## config.mk

```make
export PLATFORM = sky130hd
export DESIGN_NAME = bram_tdp_cnt_ctrl
export DESIGN_NICKNAME = d
export VERILOG_FILES = /design/src/rtl/bram_tdp_cnt_ctrl.sv
export SDC_FILE = /design/constraint.sdc
export NUM_CORES = 1
export LEC_CHECK = 0
export CORE_ASPECT_RATIO = 0.75
export CORE_MARGIN = 5
export CORE_UTILIZATION = 25
export DETAILED_ROUTE_END_ITERATION = 10
export SLEW_MARGIN = 20
export SYNTH_ARGS = -nofsm -noshare
export SYNTH_HDL_FRONTEND = slang
export SYNTH_SLANG_ARGS = --single-unit
```

## constraint.sdc

```tcl
create_clock -name clk -period 3.65 [get_ports clk]
set_input_delay 0.365 -clock clk [delete_from_list [all_inputs] [get_ports clk]]
set_output_delay 0.365 -clock clk [all_outputs]
set_load 0.01 [all_outputs]
```

## src/rtl/bram_tdp_cnt_ctrl.sv

```systemverilog
// Counter-accumulator controller for a 1-clock true-dual-port BRAM statistics store.
// Port A reads counters, port B writes them back. Increments and CPU read/read-clear
// share one issue slot per cycle. A short write history forwards results that the RAM
// read cannot see yet. Port B is driven in the result cycle, so its outputs are decoded
// from registered pipeline state and the RAM read data.
module bram_tdp_cnt_ctrl #(
    parameter int unsigned ADR = 10,
    parameter int unsigned DAT = 18,
    parameter int unsigned DEP = 1024,
    parameter int unsigned DEL = 1,
    parameter int unsigned INC = 8
) (
    input  logic           clk,
    input  logic           rst_n,
    input  logic           init_req,
    output logic           init_busy,
    input  logic           inc_vld,
    input  logic [ADR-1:0] inc_adr,
    input  logic [INC-1:0] inc_val,
    input  logic           cpu_req,
    input  logic [ADR-1:0] cpu_adr,
    input  logic           cpu_clr,
    output logic           cpu_ack,
    output logic [DAT-1:0] cpu_rdat,
    output logic [ADR-1:0] ram_adra,
    output logic           ram_rena,
    input  logic [DAT-1:0] ram_rdaa,
    output logic [ADR-1:0] ram_adrb,
    output logic           ram_wenb,
    output logic [DAT-1:0] ram_wdab
);

    localparam int unsigned    SUMW     = DAT + 1;
    localparam logic [ADR-1:0] CLR_LAST = ADR'(DEP - 1);

    typedef enum logic [1:0] {S_IDLE, S_INIT, S_RUN} state_t;

    typedef struct packed {
        logic           vld;
        logic           cpu;
        logic           clr;
        logic [ADR-1:0] adr;
        logic [INC-1:0] val;
    } op_t;

    typedef struct packed {
        logic           vld;
        logic [ADR-1:0] adr;
        logic [DAT-1:0] dat;
    } wr_t;

    state_t         st;
    op_t            pipe [DEL+1];
    wr_t            hist [DEL];
    logic           clr_wen;
    logic [ADR-1:0] clr_adr;
    logic           cpu_pend;

    op_t            iss;
    op_t            res;
    logic           acc_inc;
    logic           acc_cpu;
    logic [DAT-1:0] base;
    logic [SUMW-1:0] sum;
    logic [DAT-1:0] new_val;
    logic [DAT-1:0] res_wdat;
    logic           res_ack;

    // Issue arbitration: increments win, CPU only when idle and nothing of its own in flight
    always_comb begin
        acc_inc = 1'b0;
        acc_cpu = 1'b0;
        iss     = '0;
        if (st == S_RUN && !init_req) begin
            if (inc_vld)
                acc_inc = 1'b1;
            else if (cpu_req && !cpu_pend)
                acc_cpu = 1'b1;
        end
        if (acc_inc) begin
            iss.vld = 1'b1;
            iss.adr = inc_adr;
            iss.val = inc_val;
        end else if (acc_cpu) begin
            iss.vld = 1'b1;
            iss.cpu = 1'b1;
            iss.clr = cpu_clr;
            iss.adr = cpu_adr;
        end
    end

    // Result stage: forward newest matching write, then saturating add or CPU rewrite
    always_comb begin
        res  = pipe[DEL];
        base = ram_rdaa;
        for (int i = int'(DEL) - 1; i >= 0; i--) begin
            if (hist[i].vld && hist[i].adr == res.adr)
                base = hist[i].dat;
        end
        sum      = {1'b0, base} + SUMW'(res.val);
        new_val  = sum[DAT] ? '1 : sum[DAT-1:0];
        res_wdat = new_val;
        if (res.cpu)
            res_wdat = res.clr ? '0 : base;
        res_ack  = res.vld && res.cpu && !init_req;
    end

    assign ram_rena = pipe[0].vld;
    assign ram_adra = pipe[0].adr;
    assign ram_wenb = clr_wen | res.vld;
    assign ram_adrb = clr_wen ? clr_adr : (res.vld ? res.adr : '0);
    assign ram_wdab = clr_wen ? '0 : (res.vld ? res_wdat : '0);

    // Sequencer, op pipeline, write history and CPU response registers
    always_ff @(posedge clk or negedge rst_n) begin
        if (!rst_n) begin
            st        <= S_IDLE;
            clr_wen   <= 1'b0;
            clr_adr   <= '0;
            init_busy <= 1'b0;
            cpu_pend  <= 1'b0;
            cpu_ack   <= 1'b0;
            cpu_rdat  <= '0;
            for (int i = 0; i <= int'(DEL); i++)
                pipe[i] <= '0;
            for (int i = 0; i < int'(DEL); i++)
                hist[i] <= '0;
        end else begin
            pipe[0] <= iss;
            for (int i = 1; i <= int'(DEL); i++)
                pipe[i] <= init_req ? '0 : pipe[i-1];

            hist[0] <= init_req ? '0 : '{vld: ram_wenb, adr: ram_adrb, dat: ram_wdab};
            for (int i = 1; i < int'(DEL); i++)
                hist[i] <= init_req ? '0 : hist[i-1];

            cpu_ack <= res_ack;
            if (res_ack)
                cpu_rdat <= base;

            if (init_req || st != S_RUN)
                cpu_pend <= 1'b0;
            else if (acc_cpu)
                cpu_pend <= 1'b1;
            else if (cpu_ack)
                cpu_pend <= 1'b0;

            case (st)
                S_IDLE: begin
                    st        <= S_INIT;
                    clr_wen   <= 1'b1;
                    clr_adr   <= '0;
                    init_busy <= 1'b1;
                end
                S_INIT: begin
                    if (init_req) begin
                        clr_adr <= '0;
                    end else if (clr_adr == CLR_LAST) begin
                        st        <= S_RUN;
                        clr_wen   <= 1'b0;
                        clr_adr   <= '0;
                        init_busy <= 1'b0;
                    end else begin
                        clr_adr <= clr_adr + ADR'(1);
                    end
                end
                S_RUN: begin
                    if (init_req) begin
                        st        <= S_INIT;
                        clr_wen   <= 1'b1;
                        clr_adr   <= '0;
                        init_busy <= 1'b1;
                    end
                end
                default: begin
                    st <= S_IDLE;
                end
            endcase
        end
    end

endmodule

```

# After elaboration in Yosys (flattened, before gate mapping)
# Index checks and enable logic that the tools add are counted.
dict set report word_totals {
  register_bits 104
  out_inout_bits 60
}
dict set report op_classes {
  n_addsub 2
  eq_ne 8
  n_mux 35
  bitwise 1
  n_reduce_logical 14
}
# op count
set ops {}
lappend ops {{$mux W18} 6}
lappend ops {{$mux W10} 6}
lappend ops {{$pmux W10 S3} 1}
lappend ops {{$mux W29} 1}
lappend ops {{$mux W21} 1}
lappend ops {{$add A18 B8 Y19} 1}
lappend ops {{$mux W13} 1}
lappend ops {{$mux W1} 12}
lappend ops {{$add A10 B1 Y10 const B} 1}
lappend ops {{$eq A10 B10 Y1} 1}
lappend ops {{$eq A10 B10 Y1 const B} 1}
lappend ops {{$mux W2} 4}
lappend ops {{$mux W8} 1}
lappend ops {{$ne A2 B2 Y1 const B} 4}
lappend ops {{$pmux W2 S3} 1}
lappend ops {{$reduce_bool A3 Y1} 2}
lappend ops {{$logic_and A1 B1 Y1} 5}
lappend ops {{$reduce_and A4 Y1} 1}
lappend ops {{$pmux W1 S3} 1}
lappend ops {{$reduce_and A3 Y1} 1}
lappend ops {{$eq A2 B1 Y1 const B} 1}
lappend ops {{$eq A2 B2 Y1 const B} 1}
lappend ops {{$logic_not A1 Y1} 2}
lappend ops {{$logic_not A2 Y1} 1}
lappend ops {{other kinds (3)} 3}

# Depth between registers and ports, before layout
dict set report depth {
  word_depth 9
  depth_mapped 15
  mapped_depth_nobuf 13
}

# Least setup slack after synthesis
# OpenSTA, ideal clock, no wires.
dict set report synth_timing {
  path_kind {register to output}
  start {register pipe[17] (netlist name)}
  end {output ram_wdab[10]}
  t_arrival_ns 4.007
  t_required_ns 3.285
  setup_slack_ns -0.722
  stages_incl_launch_ff 16
  n_path_buf 2
  path_cell_list {dfrtp_1 xnor2_1 nand4_1 buf_2 nor3_4 buf_6 mux2i_1 inv_1 ha_1 fa_1 a21o_1 a21oi_1 o21ai_0 o21ai_1 nor4_1 a2111oi_0}
}
dict set report synth_between {
  elab_chain_cells 8
  word_cells_on_any_way 9
  classes_between {add/sub (1); eq/ne (1); mux (6); reduce/logical (1)}
}
# item line_no
set synth_rtl {}
lappend synth_rtl {{from (decl)} 53} ;# op_t pipe [DEL+1];
lappend synth_rtl {{from (signal, indexed assignment)} 131} ;# pipe[i] <= init_req ? '0 : pipe[i-1];
lappend synth_rtl {{$eq A10 B10 Y1} 97} ;# if (hist[i].vld && hist[i].adr == res.adr)
lappend synth_rtl {{$logic_and A1 B1 Y1} 97}
lappend synth_rtl {{$mux W18} 97}
lappend synth_rtl {{via base[0]} 63} ;# logic [DAT-1:0] base;
lappend synth_rtl {{$add A18 B8 Y19} 100} ;# sum = {1'b0, base} + SUMW'(res.val);
lappend synth_rtl {{$mux W18} 101} ;# new_val = sum[DAT] ? '1 : sum[DAT-1:0];
lappend synth_rtl {{$mux W18} 103} ;# if (res.cpu)
lappend synth_rtl {{$mux W18 (2 in series)} 112} ;# assign ram_wdab = clr_wen ? '0 : (res.vld ? res_wdat : '0);
lappend synth_rtl {{to (decl)} 30} ;# output logic [DAT-1:0] ram_wdab
# The timed path passes the listed nets, and every way through them passes these cells.

# Worst setup path in the final report
dict set report layout_timing {
  start {register pipe[9] (netlist name)}
  end {output ram_wdab[13]}
}
# Same word-level chain as after synthesis.

==> metrics.md <==
| Metric | Value |
|---|---|
| Port bufs | `111` |
| Total gr overflow | `0` |
| Worst path required time | `around 3.3 ns` |
| Tmin final | `around 4.3 ns` |
| Cell variety after synth | `53` |
| Reg power frac | `47.4%` |
| Outcome | `finished, violations left` |
| Top cells by area, synth | `dfrtp_1, nand2_1, o21ai_0, nor2b_1, o21a_1` |
| Sw Ratio | `26.6%` |
| Number of fill cells in the layout | `about 2,100` |
| Nets | `784` |
| Critical path class | `flop to output pin` |
| Placement row count | `46` |
| Syn_area_per_cell | `9.69 µm²` |
| Commonest non-fill, non-tap cell in the layout | `dfrtp_1` |
| Post-synth EDFFs | `0` |
| Total GRT Usage | `14.0%` |
| Final period util | `118%` |
| Drt drc | `0` |
| Commonest non-fill, non-tap cells in the layout | `dfrtp_1, clkdlybuf4s50_1, buf_4` |
| DR WL/cell | `17.4 µm` |
| Vias | `4,831` |
| DPL Wire Length | `12,600 µm` |
| CTS tree | `built` |
| Power per cell area | `298 nW/µm²` |
| Initial Util | `25.5%` |
| TritonCTS Sinks | `104` |
| Maximum VDD drop | `0.193 mV` |
| DIE AREA | `around 25,000 µm²` |
| Failing checks | `setup timing` |
| Clk pin slew, worst setup/hold paths | `0.08 ns` |
| Slew Limit Fails | `0` |
| Combinational share of power | `13.6%` |
| Sequential area share after synthesis | `47.9%` |
| Remaining antenna violation count after routing | `0` |
| Drt first-iter violations | `342` |
| Yosys top cell area share | `47.9%` |
| Internal Power | `1800 µW` |
| Max Cap Viol | `0` |
| Largest net degree at the start of global routing | `65` |
| Unrepaired setup endpoints after global routing | `yes` |
| Root Buffer | `clkbuf_16` |
| Area Overhead vs Synth | `51.4%` |
| Hold_ws | `0.0939 ns` |
| Worst setup slack after layout | `-0.663 ns` |
| Drt via density | `4.76` |
| Worst-path fanout max | `5` |
| Fmax | `~230 MHz` |
| CTS H-tree depth | `3` |
| Final wirelength | `17,600 µm` |
| Final setup vio count | `19` |
| Drt pass-1 iters | `5` |
| Vias in the first global route | `4,747` |
| CTS Buffer Depth | `2` |
| Leakage power | `0.00349 µW` |
| Global-route wire length before repair | `approximately 27,000 µm` |
| Startpoint types | `flop` |
| Fin. Hold Viols | `0` |
| Main synth FF type | `dfrtp_1` |
| Die X-Extent | `approximately 180 µm` |
| Die Span Y | `approximately 140 µm` |
| Clock insertion delay at the later pin of the skew report | `0.36 ns` |
| Initial antenna violation count | `0` |
| Hold crit path type | `input port to asynchronous set/reset pin` |
| Cells after Synth | `approximately 560` |
| Async S/R FF share, synth | `between 90% and 100%` |
| Final core occ | `between 30% and 40%` |
| Multi-input gate area | `3260 µm²` |
| Share of layout cells above drive strength 1 | `28.4%` |
| Core box area | `21,300 µm²` |
| Clock Power Share | `39.0%` |
| Crit end category | `output pin` |
| Reg area | `2600 µm²` |
| Gpl congestion | `between 0.8 and 0.9` |
| Clock skew | `0.00673 ns` |
| Antenna Cells | `0` |
| Sw power | `652 µW` |
| Worst Max-Slew Pin Slew | `0.824 ns` |
| CP Data Arrival Time | `3.95 ns` |
| Num ports | `112` |
| FF+latch count, synth | `104` |
| Hold buffers post-CTS | `0` |
| Syn_nets | `624` |
| Max_slew headroom | `between 40 and 50%` |
| Worst slack, placed | `-0.743 ns` |
| Post-synth top area cell | `dfrtp_1` |
| Synthesized area | `around 5400 µm²` |
| TritonCTS buffer count | `9` |
| Yosys Warn Count | `0` |
-- registers in the layout (all words and copies together), names as in the netlist --
| signal | count |
|---|---|
| clr_adr | 10 |
| hist | 29 |
| cpu_rdat | 18 |
| st | 2 |
| clr_wen | 1 |
| ram_rena | 1 |
| ram_adra | 10 |
| pipe | 31 |
| cpu_pend | 1 |
| cpu_ack | 1 |
-- cell usage after synthesis, types with 7 or more instances --
cell type	count
and2_1	20
clkbuf_1	22
xnor2_1	14
and4_1	7
nand3_1	8
a211oi_1	9
ha_1	10
o21a_1	19
nand4_1	11
o31ai_1	8
nor3_1	26
inv_1	19
buf_4	10
o21ai_0	45
nor2b_1	24
nor4_1	15
dfrtp_1	104
a31oi_1	9
a21oi_1	13
and3_1	17
nor2_1	13
a22o_1	13
nand2_1	62
mux2i_1	13
-- kinds of logic (layout without fill, tap and decap cells) --
logic type                 count (synthesis)  count (layout)  synth area share [%]
muxes                                     18              18                  3.43
buffers and inverters                     57             221                  4.83
adders and majority gates                 11              11                  2.67
and+or+nand+nor                          218             218                  21.8
AOI/OAI and AO/OA                        137             138                  16.8
DFF                                      104             104                  47.9
xor gates and xnor gates                  16              16                  2.58
-- power groups by stage --
| stage | Clock, µW | Combinational (µW) | Sequential, µW |
|---|---|---|---|
| 2_1_floorplan | 0 | 117 | 1180 |
| 3_3_place_gp | 0 | 270 | 1180 |
| 3_5_place_dp | 0 | 272 | 1180 |
| 4_1_cts | 978 | 315 | 1160 |
| 5_1_grt | 1030 | 362 | 1160 |
| 6_report | 958 | 334 | 1160 |
-- routing by layer --
| metal | track usage (%) | wire (µm) | vias up |
|---|---|---|---|
| met5 | 0 | 0 | - |
| met4 | 3.69 | 244 | 0 |
| met3 | 3.69 | 1110 | 14 |
| met2 | 20.6 | 7570 | 154 |
| met1 | 20.4 | 8670 | 2324 |
| li1 | - | - | 2339 |
-- worst paths after layout --
| kind | cells after the start | slack [ns] | from | end |
|---|---|---|---|---|
| worst max-delay path | 15 | -0.66 | pipe[9]$_DFF_PN0_ | ram_wdab[13] |
| worst min-delay path | 1 | 0.09 | rst_n | ram_adra[7]$_DFF_PN0_ |
| worst max register to register | 17 | -0.02 | pipe[9]$_DFF_PN0_ | hist[17]$_DFF_PN0_ |
| worst min register to register | 1 | 0.46 | pipe[39]$_DFF_PN0_ | pipe[18]$_DFF_PN0_ |
| max in group asynchronous | 2 | 2.70 | rst_n | cpu_rdat[15]$_DFFE_PN0P_ |
| min in group clk | 1 | 0.46 | pipe[39]$_DFF_PN0_ | pipe[18]$_DFF_PN0_ |
-- critical path, cell delays in order, from the launching register on --
cell,delay (ns)
dfrtp_1,0.43
xnor2_2,0.17
nand4_1,0.18
nor3_4,0.24
buf_6,0.20
mux2i_1,0.26
inv_1,0.11
ha_4,0.30
o211ai_1,0.14
o21ai_2,0.23
a2bb2oi_4,0.23
buf_6,0.14
o221ai_4,0.12
mux2_4,0.36
a211oi_4,0.28
buf_2,0.18
-- metrics by stage --
stage               power [µW]  instances  setup TNS [ns]  instance area (µm²)
finish                    2450       1014           -9.43                 8230
global route              2550       1014          -13.85                 8230
CTS                       2460       1013          -10.11                 8000
detailed placement        1460        976          -10.73                 7280
global placement          1450        976           -9.67                 7280
floorplan                 1300        561          -0.370                 5590
-- final cells by class --
| class | instances | area share, % |
|---|---|---|
| multi-input cells | 401 | 39.6 |
| repair buffers | 186 | 20.0 |
| clock buffers | 10 | 2.78 |
| inverters | 19 | 0.867 |
| flip-flops and latches | 104 | 31.6 |
| well taps | 288 | 4.38 |
| clock inverters | 6 | 0.715 |
-- what timing repair did --
item	CTS	global route
pin swaps	28	29
setup endpoints to repair	19	31
gates cloned	2	0
setup buffers	20	4
gates resized for setup	137	42
Power figures use the tool's default switching activity.
